`config.mk`:
```
export PLATFORM = sky130hd
export DESIGN_NAME = demux2_buf
export DESIGN_NICKNAME = d
export VERILOG_FILES = /design/src/rtl/demux2_buf.sv
export SDC_FILE = /design/constraint.sdc
export NUM_CORES = 1
export LEC_CHECK = 0
export CAP_MARGIN = 20
export CORE_MARGIN = 2
export CORE_UTILIZATION = 43
export CTS_BUF_LIST = sky130_fd_sc_hd__clkbuf_4
export CTS_CLUSTER_DIAMETER = 80
export DETAILED_ROUTE_END_ITERATION = 12
export GPL_TIMING_DRIVEN = 0
export PLACE_DENSITY = 0.88
export SLEW_MARGIN = 40
export SYNTH_ARGS = -nofsm -noshare
export SYNTH_HDL_FRONTEND = slang
export SYNTH_SLANG_ARGS = --single-unit
```
`constraint.sdc`:
```
create_clock -name clk -period 2.7 [get_ports clk]
set_clock_uncertainty 0.1 [all_clocks]
set_input_delay 0.27 -clock clk [delete_from_list [all_inputs] [get_ports clk]]
set_output_delay 0.27 -clock clk [all_outputs]
set_load 0.02 [all_outputs]
```
`src/rtl/demux2_buf.sv`:
```
// rtl/demux2_buf.sv - 1-to-2 routing demultiplexer with a one-entry holding buffer per output port
// Each port has a valid/ready handshake of its own, plus a counter of delivered words.
module demux2_buf #(
  parameter int W = 8,
  parameter int C = 8
) (
  input  logic         clk,
  input  logic         reset,
  input  logic [W-1:0] d,
  input  logic         s,
  input  logic         in_valid,
  output logic         in_ready,
  output logic [W-1:0] y0,
  output logic         y0_valid,
  input  logic         y0_ready,
  output logic [W-1:0] y1,
  output logic         y1_valid,
  input  logic         y1_ready,
  output logic [C-1:0] cnt0,
  output logic [C-1:0] cnt1
);

  logic take0, take1;
  logic room0, room1;
  logic load0, load1;

  // A full buffer still has room when its word leaves in the same cycle.
  assign take0 = y0_valid && y0_ready;
  assign take1 = y1_valid && y1_ready;
  assign room0 = !y0_valid || y0_ready;
  assign room1 = !y1_valid || y1_ready;

  assign in_ready = !reset && (s ? room1 : room0);
  assign load0    = in_valid && in_ready && !s;
  assign load1    = in_valid && in_ready && s;

  always_ff @(posedge clk or posedge reset) begin
    if (reset) begin
      y0       <= '0;
      y0_valid <= 1'b0;
      cnt0     <= '0;
    end else begin
      if (load0) begin
        y0       <= d;
        y0_valid <= 1'b1;
      end else if (take0) begin
        y0_valid <= 1'b0;
      end
      if (take0) cnt0 <= cnt0 + 1'b1;
    end
  end

  always_ff @(posedge clk or posedge reset) begin
    if (reset) begin
      y1       <= '0;
      y1_valid <= 1'b0;
      cnt1     <= '0;
    end else begin
      if (load1) begin
        y1       <= d;
        y1_valid <= 1'b1;
      end else if (take1) begin
        y1_valid <= 1'b0;
      end
      if (take1) cnt1 <= cnt1 + 1'b1;
    end
  end

endmodule

```
==> results of run 1 <==
==> how the worst max path moves through the flow <==
stage	endpoint	slack, ps	depth (start not counted)
floorplan	y1[0]$_DFFE_PP0P_	1280	4
global placement	in_ready	600	5
detailed placement	in_ready	540	5
CTS	in_ready	530	5
global route	in_ready	450	5
finish	in_ready	560	5
==> cell families after synthesis <==
family / after synthesis
buffers and inverters: 2
multiplexers: 19
adder cells (fa/ha/maj): 2
AND/OR/NAND/NOR: 31
XOR/XNOR: 14
flip-flops: 34
==> registers in the layout, indices dropped and copies added, names as in the netlist <==
register and cells:
y0_valid 1, y0 8, y1_valid 1, y1 8, cnt1 8, cnt0 8
==> cell usage in the layout, fill, tap and decap left out, drive strengths merged <==
cell,netlist,routed
nor3,2,2
mux2,18,18
clkinv,0,2
nand2b,2,2
nand3,2,2
nand4,2,2
buf,1,1
xnor2,10,10
clkbuf,0,6
mux2i,1,1
inv,1,1
dfrtp,34,34
clkdlybuf4s50,0,48
ha,2,2
nand3b,1,1
nor2,3,3
and4,2,2
and3,3,3
xor2,4,4
nand2,13,13
nor2b,1,1
==> cell usage after synthesis, drive strengths merged (2+ instances only) <==
master  instances  area (sq um)
nor3            2          10.0
and3            3          23.8
nand3           2          10.0
nand2b          2          22.5
and4            2          18.8
dfrtp          34           851
ha              2          25.0
xnor2          10          87.6
mux2           18           233
xor2            4          35.0
nand4           2          12.5
nand2          13          48.8
nor2            3          11.3
==> power by group <==
part | switching [mW] | total, mW | internal (mW)
clock | 0.159 | 0.267 | 0.108
combinational | 0.266 | 0.594 | 0.328
sequential | 0.108 | 0.733 | 0.625
==> worst max-delay path, cell delays in order <==
cell and delay (ps):
clkdlybuf4s50_1 530, nand2b_4 160, mux2i_1 70, nor2_1 100, clkdlybuf4s50_1 640
==> layer usage <==
layer  part of all wire, %  global-route usage (%)
met4                  0.82                    3.65
met3                    10                    9.52
met5                     0                       0
met1                    43                    20.3
met2                    46                    27.4
==> cell type report <==
type,instances,area (sq um)
fill,266,1080
sequential,34,851
timing repair buffer,48,480
buffer,1,11.3
clock inverter,2,8.76
multi-input combinational,66,568
tap,44,55.1
clock buffer,6,45.0
inverter,1,3.75
==> impl_metrics.toml, run 1 <==
[synthesis]
muxShareOfSynthArea_pct = 16.9
synth_edf_count = 0
synth_xor_area_share_pct = 8.55
yosysWarnings = 0
syn_area_per_cell_sq_um = 14.1
synth_ff_type = "dfrtp_1"
syn_nets = 118
ys_seq_elements = 34
synthCells = 102
synth_compound_area_share_pct = 0
synth.yosys.seq_area_share_pct = 59.3
ys_async_sr_fraction_pct = 100
synth_simple_gate_area_share_pct = 12.4
synth_top_family_by_area = "multiplexers"
synth_cell_types = 22
synth_fa_ha_area_share_pct = 1.75
syn-cell-area_sq_um = 1430

[layout]
drive_above_1_share_pct = 20.9
n_antenna_cell = 0
nNetsFinal = 173
syn2layout_area_growth_pct = 41.1
final_util_pct = 65.2
finalInstanceArea_sq_um = 2020
final_cells = 202

[die]
rows = 20
die_h_um = 61.7
io-pin-count = 49
initial_utilization_pct = 46.2
dieArea_sq_um = 3810
core_area_sq_um = 3100
die_x_um = 61.7

[sta]
fin_hold_ws_ps = 319
setup_tns_ps = 0
fmax_mhz = 468
worst_slack_ps = 561
relSlewSlack_pct = 54.6
rsz0062_at_grt = "no"
fin_crit_sh_pct = 79.2
period_minus_slack_ps = 2140
tightestPinTransition_ps = 681
finalSetupViolations = 0
drv_slew = 0
hold_viol = 0

[grt]
grt-ovfl-total = 0
grt_pass1_vias = 1002
grtUsageTotal_pct = 17.0
grt_max_degree = 35
grt_pass1_wl_um = 4620
antenna_found_initial = 0

[clock_network]
cts.repair.resized = 0
clockRootBuffer = "clkbuf_4"
cts_tree = "yes"
post_cts_buffers = 0
htree_levels = 2
clock_sinks = 34
cts_buffer_depth = 2
insertion_delay_ps = 330
path_clk_slew_ps = 100
cts_hold_buf = 0
numCtsBuffers = 5

[route]
postRouteAntennaNets = 0
routed_wl_um = 2680
vias = 969
dr.first_iter.drc_count = 17
firstDrtPassIters = 4
via_per_inst = 4.80
post_drt_wl_per_cell_um = 13.3
drc_errors = 0

[power]
p_total_mw = 1.59
vdd_ir_drop_max_uv = 470
p_per_area_nw_per_um2 = 788
leakage_nw = 0.900

[placement]
dp_slack_ps = 542
port_buffers = 48
place_congestion = 0.783
place_inst = 194
dpl.hpwl_um = 2010
place_area_sq_um = 1970

[setup_path]
cp.arrival_ps = 1770
r2r_cells = 4
crit_path_end_kind = "primary output"
critical_path_class = "in -> out"
worstSetupStartpointType = "primary input"
crit_fanout = 4
crit_start = "y1_ready"
worstReg2RegStart = "y1_valid$_DFFE_PP0P_"
crit_required_ps = 2330
reg2reg_slack_ps = 1300
worstReg2RegEnd = "y1[6]$_DFFE_PP0P_"

[min_path]
hold_class = "in -> async"

[job]
cap_violations = 0

[outcome]
status = "completed"
(Power assumes the default switching activity.)
==> inputs of run 2 (changes only) <==
--- a/config.mk
+++ b/config.mk
@@ -7,12 +7,12 @@
 export LEC_CHECK = 0
 export CAP_MARGIN = 20
 export CORE_MARGIN = 2
-export CORE_UTILIZATION = 43
+export CORE_UTILIZATION = 42
 export CTS_BUF_LIST = sky130_fd_sc_hd__clkbuf_4
 export CTS_CLUSTER_DIAMETER = 80
 export DETAILED_ROUTE_END_ITERATION = 12
 export GPL_TIMING_DRIVEN = 0
-export PLACE_DENSITY = 0.88
+export PLACE_DENSITY = 0.9
 export SLEW_MARGIN = 40
 export SYNTH_ARGS = -nofsm -noshare
 export SYNTH_HDL_FRONTEND = slang
==> constraint.sdc (replaced) <==
create_clock -name clk -period 1.9 [get_ports clk]
set_clock_uncertainty 0.1 [all_clocks]
set_input_delay 0.19 -clock clk [delete_from_list [all_inputs] [get_ports clk]]
set_output_delay 0.19 -clock clk [all_outputs]
set_load 0.02 [all_outputs]
==> run 2 against run 1 <==
Compared with the run above:
- final cell count increased by 0.99%
- non-clock buffer count unchanged
- count of clock-buffer cells in the layout increased by 1
- critical path depth decreased by 1
- sequential cell count unchanged
- die area increased by 2.2%
- sequential power increased by 42%
- via count decreased by 2.8%
- first-iteration DRC count increased by 12%
- global-route usage decreased by 1.7 points
- critical endpoint unchanged
==> impl_metrics.toml, run 2 (synthesized netlist as in run 1, its figures left out) <==
[layout]
layout_common_cells = "clkdlybuf4s50_1, dfrtp_1, nand2_1"
drive_above_1_share_pct = 21.5
syn2layout_area_growth_pct = 43.2
final_common_cell = "clkdlybuf4s50_1"
nNetsFinal = 173
n_antenna_cell = 0
final_util_pct = 62.0
finalInstanceArea_sq_um = 2050

[clock_network]
cts_tree = "yes"
insertion_delay_ps = 340
path_clk_slew_ps = 110
numCtsBuffers = 5
clockRootBuffer = "clkbuf_4"
clock_sinks = 34
cts_hold_buf = 0
cts_buffer_depth = 2
htree_levels = 2

[grt]
gr-usage-met2_pct = 26.3
grt_pass1_wl_um = 4700
busiest_layer = "met2"
grt-ovfl-total = 0
use_met1_pct = 17.5
grt_pass1_vias = 1024
met3_usage_pct = 6.49
grtUsageTotal_pct = 15.3
antenna_found_initial = 0
grt_max_degree = 35

[route]
routed_wl_um = 2710
post_drt_wl_per_cell_um = 13.3
postRouteAntennaNets = 0
dr.first_iter.drc_count = 19
drc_errors = 0
via_per_inst = 4.62
firstDrtPassIters = 2
vias = 942

[power]
vdd_ir_drop_max_uv = 674
leakage_nw = 0.915
p_per_area_nw_per_um2 = 1180

[die]
io-pin-count = 49
die_x_um = 62.4
dieArea_sq_um = 3900
core_area_sq_um = 3310
die_h_um = 62.4
initial_utilization_pct = 43.3
rows = 21

[setup_path]
critical_path_class = "reg -> out"
worstSetupStartpointType = "flop"
cp_cell_sequence = "nand2b_2 -> mux2i_1 -> nor2_1 -> dlygate4sd2_1"
worst-path-buf-inv = 1
cp.arrival_ps = 1460
slowest_delay_ps = 430
crit_required_ps = 1610
crit_path_end_kind = "primary output"
crit_fanout = 5
cp_top_family = "flip-flops"
cp_slowest_cell = "dfrtp_1"

[sta]
hold_viol = 0
period_minus_slack_ps = 1750
rsz0062_at_grt = "no"
relSlewSlack_pct = 53.0
drv_slew = 0
fin_crit_sh_pct = 92.0
fmax_mhz = 572
finalSetupViolations = 0
tightestPinTransition_ps = 704

[placement]
place_congestion = 0.690
dpl.hpwl_um = 2040
place_area_sq_um = 1970
port_buffers = 48

[min_path]
hold_class = "in -> async"

[outcome]
status = "completed"

[job]
cap_violations = 0
==> run 2: cell count changes in the layout (fill, tap and decap cells not counted) <==
cell	previous run	this run
clkinv_1	1	0
clkinv_2	1	0
bufinv_16	0	1
clkdlybuf4s50_1	48	47
dlygate4sd2_1	0	1
clkbuf_4	6	7
==> run 2: final cells by class <==
class                      count  area (sq um)
fill                         269          1260
sequential                    34           851
multi-input combinational     66           568
timing repair buffer          48           479
tap                           46          57.6
clock buffer                   7          52.6
clock inverter                 1          30.0
buffer                         1          11.3
inverter                       1          3.75
==> run 2: worst register-to-register path, delay by kind of cell, from the launching register on <==
family,cells,cell delay [ps]
flip-flops,1,450
AND/OR/NAND/NOR,2,280
multiplexers,1,310
buffers and inverters,1,160
==> run 2: worst paths after layout <==
check / slack, ps / cells after the start / to / startpoint
min in group clk: 380 / 1 / cnt0[7]$_DFFE_PP0P_ / cnt0[7]$_DFFE_PP0P_
max in group asynchronous: 1000 / 2 / cnt1[3]$_DFFE_PP0P_ / reset
worst min register to register: 380 / 1 / cnt0[7]$_DFFE_PP0P_ / cnt0[7]$_DFFE_PP0P_
worst max register to register: 490 / 4 / y1[2]$_DFFE_PP0P_ / y1_valid$_DFFE_PP0P_
worst max-delay path: 150 / 4 / in_ready / y0_valid$_DFFE_PP0P_
worst min-delay path: 240 / 2 / y1[6]$_DFFE_PP0P_ / reset
==> run 2: per-stage QoR <==
stage          setup WS [ps]  total power [mW]  hold WS [ps]  TNS (ps)  std cells
5_1_grt                 92.9              2.56           323         0        204
4_1_cts                  137              2.46           262         0        204
2_1_floorplan            476              1.47           203         0        102
3_5_place_dp            -102              1.91           367      -102        196
6_report                 152              2.43           242         0        204
3_3_place_gp           -47.6              1.87           363     -47.6        196
==> run 2: where the power goes <==
group	switching, mW	leakage (nW)	internal (mW)
Sequential	0.149	0.425	0.889
Clock	0.236	0.0463	0.308
Combinational	0.383	0.443	0.466
==> run 2: repair_timing <==
action                     in CTS  in global routing
buffers inserted                0                  0
resized for setup               1                  0
hold endpoints to repair        0                  0
setup endpoints to repair       1                  0
==> run 2: routing by layer <==
metal | part of all wire, % | routed length [um] | vias up
li1 | - | - | 459
met1 | 43 | 1170 | 443
met2 | 48 | 1310 | 35
met5 | 0 | 0 | -
met4 | 0.85 | 23 | 0
met3 | 7.5 | 204 | 5
==> inputs of run 3 (changes only) <==
--- a/config.mk
+++ b/config.mk
@@ -6,13 +6,15 @@
 export NUM_CORES = 1
 export LEC_CHECK = 0
 export CAP_MARGIN = 20
+export CELL_PAD_IN_SITES_DETAIL_PLACEMENT = 1
+export CELL_PAD_IN_SITES_GLOBAL_PLACEMENT = 2
 export CORE_MARGIN = 2
-export CORE_UTILIZATION = 42
+export CORE_UTILIZATION = 30
 export CTS_BUF_LIST = sky130_fd_sc_hd__clkbuf_4
 export CTS_CLUSTER_DIAMETER = 80
 export DETAILED_ROUTE_END_ITERATION = 12
 export GPL_TIMING_DRIVEN = 0
-export PLACE_DENSITY = 0.9
+export PLACE_DENSITY = 0.93
 export SLEW_MARGIN = 40
 export SYNTH_ARGS = -nofsm -noshare
 export SYNTH_HDL_FRONTEND = slang
==> constraint.sdc (replaced) <==
create_clock -name clk -period 1.8 [get_ports clk]
set_clock_uncertainty 0.1 [all_clocks]
set_input_delay 0.18 -clock clk [delete_from_list [all_inputs] [get_ports clk]]
set_output_delay 0.18 -clock clk [all_outputs]
set_load 0.02 [all_outputs]
==> run 3 against run 2 <==
Compared with the run above:
- wire length is 21% higher
- die area is 37% higher
- critical endpoint is now cnt0[2]
- critical path depth is 3 lower
- core utilization is 18 points lower
- global-route usage is 1.3 points lower
- sequential cell count stayed put
- count of clock-buffer cells in the layout is 2 lower
- sequential power is 6% higher
- total power is 1.1% lower
- combinational power is 7.5% higher
- sequential share of layout area is 0.49 points higher
==> impl_metrics.toml, run 3 (synthesized netlist as in run 1, its figures left out) <==
[outcome]
status = "completed"

[setup_path]
worstSetupStartpointType = "flop"
crit_path_end = "cnt0[2]"
crit_fanout = 5
worst-path-buf-inv = 1
critical_path_class = "reg -> out"
crit_required_ps = 1520
crit_path_end_kind = "primary output"
cp_top_family = "buffers and inverters"
cp_cell_sequence = "clkdlybuf4s50_1"
worstReg2RegStart = "y1_valid$_DFFE_PP0P_"
cp.arrival_ps = 1410
crit_start = "cnt0[2]$_DFFE_PP0P_"
slowest_delay_ps = 650
cp.depth = 1
cp_slowest_cell = "clkdlybuf4s50_1"
worstReg2RegEnd = "y1[3]$_DFFE_PP0P_"
r2r_cells = 4
reg2reg_slack_ps = 380

[clock_network]
insertion_delay_ps = 330
htree_levels = 2
cts_tree = "yes"
cts_hold_buf = 0
post_cts_buffers = 0
clockRootBuffer = "clkbuf_4"
clock_sinks = 34
cts_buffer_depth = 2
path_clk_slew_ps = 100
numCtsBuffers = 5

[sta]
relSlewSlack_pct = 59.1
setup_tns_ps = 0
finalSetupViolations = 0
hold_viol = 0
drv_slew = 0
fmax_mhz = 590
tightestPinTransition_ps = 613
fin_crit_sh_pct = 94.1
rsz0062_at_grt = "no"
period_minus_slack_ps = 1690
worst_slack_ps = 105

[power]
p_per_area_nw_per_um2 = 1180
vdd_ir_drop_max_uv = 690
p_total_mw = 2.40
leakage_nw = 0.909

[route]
via_per_inst = 4.67
firstDrtPassIters = 4
vias = 990
postRouteAntennaNets = 0
routed_wl_um = 3280
drc_errors = 0
dr.first_iter.drc_count = 25
post_drt_wl_per_cell_um = 15.5

[die]
dieArea_sq_um = 5350
io-pin-count = 49
rows = 25
die_x_um = 73.1
die_h_um = 73.1
core_area_sq_um = 4660
initial_utilization_pct = 30.8

[placement]
dp_slack_ps = -136
place_congestion = 0.644
place_inst = 204
port_buffers = 48
dpl.hpwl_um = 2480

[grt]
antenna_found_initial = 0
grt_max_degree = 35
grtUsageTotal_pct = 14.0
grt-ovfl-total = 0
grt_pass1_wl_um = 5620
grt_pass1_vias = 1140

[layout]
syn2layout_area_growth_pct = 41.5
layout_common_cells = "clkdlybuf4s50_1, dfrtp_1, nand2_1"
drive_above_1_share_pct = 20.3
nNetsFinal = 173
n_antenna_cell = 0
final_cells = 212
final_common_cell = "clkdlybuf4s50_1"
regArea_sq_um = 851
multi_input_area_sq_um = 568
fill_cells = 496

[job]
cap_violations = 0

[min_path]
hold_class = "in -> async"
run 3: cell types whose count changed in the layout (fill, tap and decap cells not counted), sizes merged:
cell / before / now
clkdlybuf4s50: 47 / 46
inv: 1 / 0
bufinv: 1 / 0
clkbuf: 7 / 6
dlymetal6s2s: 0 / 1
clkinv: 0 / 4
dlygate4sd2: 1 / 0
run 3: what timing repair did:
item	in CTS	in global routing
resized for setup	1	3
endpoints found under the setup margin	1	2
endpoints found under the hold margin	0	0
run 3: worst reg2reg max path, delay by kind of cell (launching register included):
family,cells,cell delay [ps]
muxes,1,310
and+or+nand+nor,2,290
buffers and inverters,1,160
DFF,1,460
run 3: metrics by stage:
stage          hold slack (ps)  util, %  instance area (sq um)
3_3_place_gp               369     42.5                   1980
6_report                   204     43.5                   2030
3_5_place_dp               368     42.5                   1980
5_1_grt                    232     43.5                   2030
2_1_floorplan              193        -                   1430
4_1_cts                    289     43.5                   2030
run 3: layer usage:
layer | vias to the layer above | track usage (%) | wire length [um]
li1 | 454 | - | -
met5 | - | 0 | 0
met3 | 6 | 7.87 | 303
met2 | 38 | 22.7 | 1650
met1 | 492 | 15.7 | 1280
met4 | 0 | 4.32 | 45
run 3: final cells by class:
cell class / instances / share of cell area (%)
buffer: 1 / 0.555
clock buffer: 5 / 1.85
clock inverter: 3 / 0.555
inverter: 1 / 0.247
multi-input combinational: 66 / 28.0
sequential: 34 / 41.9
tap: 54 / 3.33
timing repair buffer: 48 / 23.6
run 3: worst min-delay path by stage:
| stage | cells past startpoint | start | slack [ps] | end |
|---|---|---|---|---|
| after floorplan | 2 | s | 190 | y1_valid$_DFFE_PP0P_ |
| after global placement | 1 | cnt0[7]$_DFFE_PP0P_ | 370 | cnt0[7]$_DFFE_PP0P_ |
| after detailed placement | 1 | cnt0[7]$_DFFE_PP0P_ | 370 | cnt0[7]$_DFFE_PP0P_ |
| after CTS | 2 | reset | 290 | y0[6]$_DFFE_PP0P_ |
| after global routing | 2 | reset | 230 | y0[6]$_DFFE_PP0P_ |
| final | 2 | reset | 200 | y0[6]$_DFFE_PP0P_ |
run 3: where the power goes:
| part | total, mW | switching [mW] | internal, mW | leakage, nW |
|---|---|---|---|---|
| Combinational | 0.914 | 0.421 | 0.493 | 0.456 |
| Sequential | 1.10 | 0.162 | 0.938 | 0.425 |
| Clock | 0.389 | 0.250 | 0.139 | 0.0277 |
| Total | 2.40 | 0.833 | 1.57 | 0.909 |
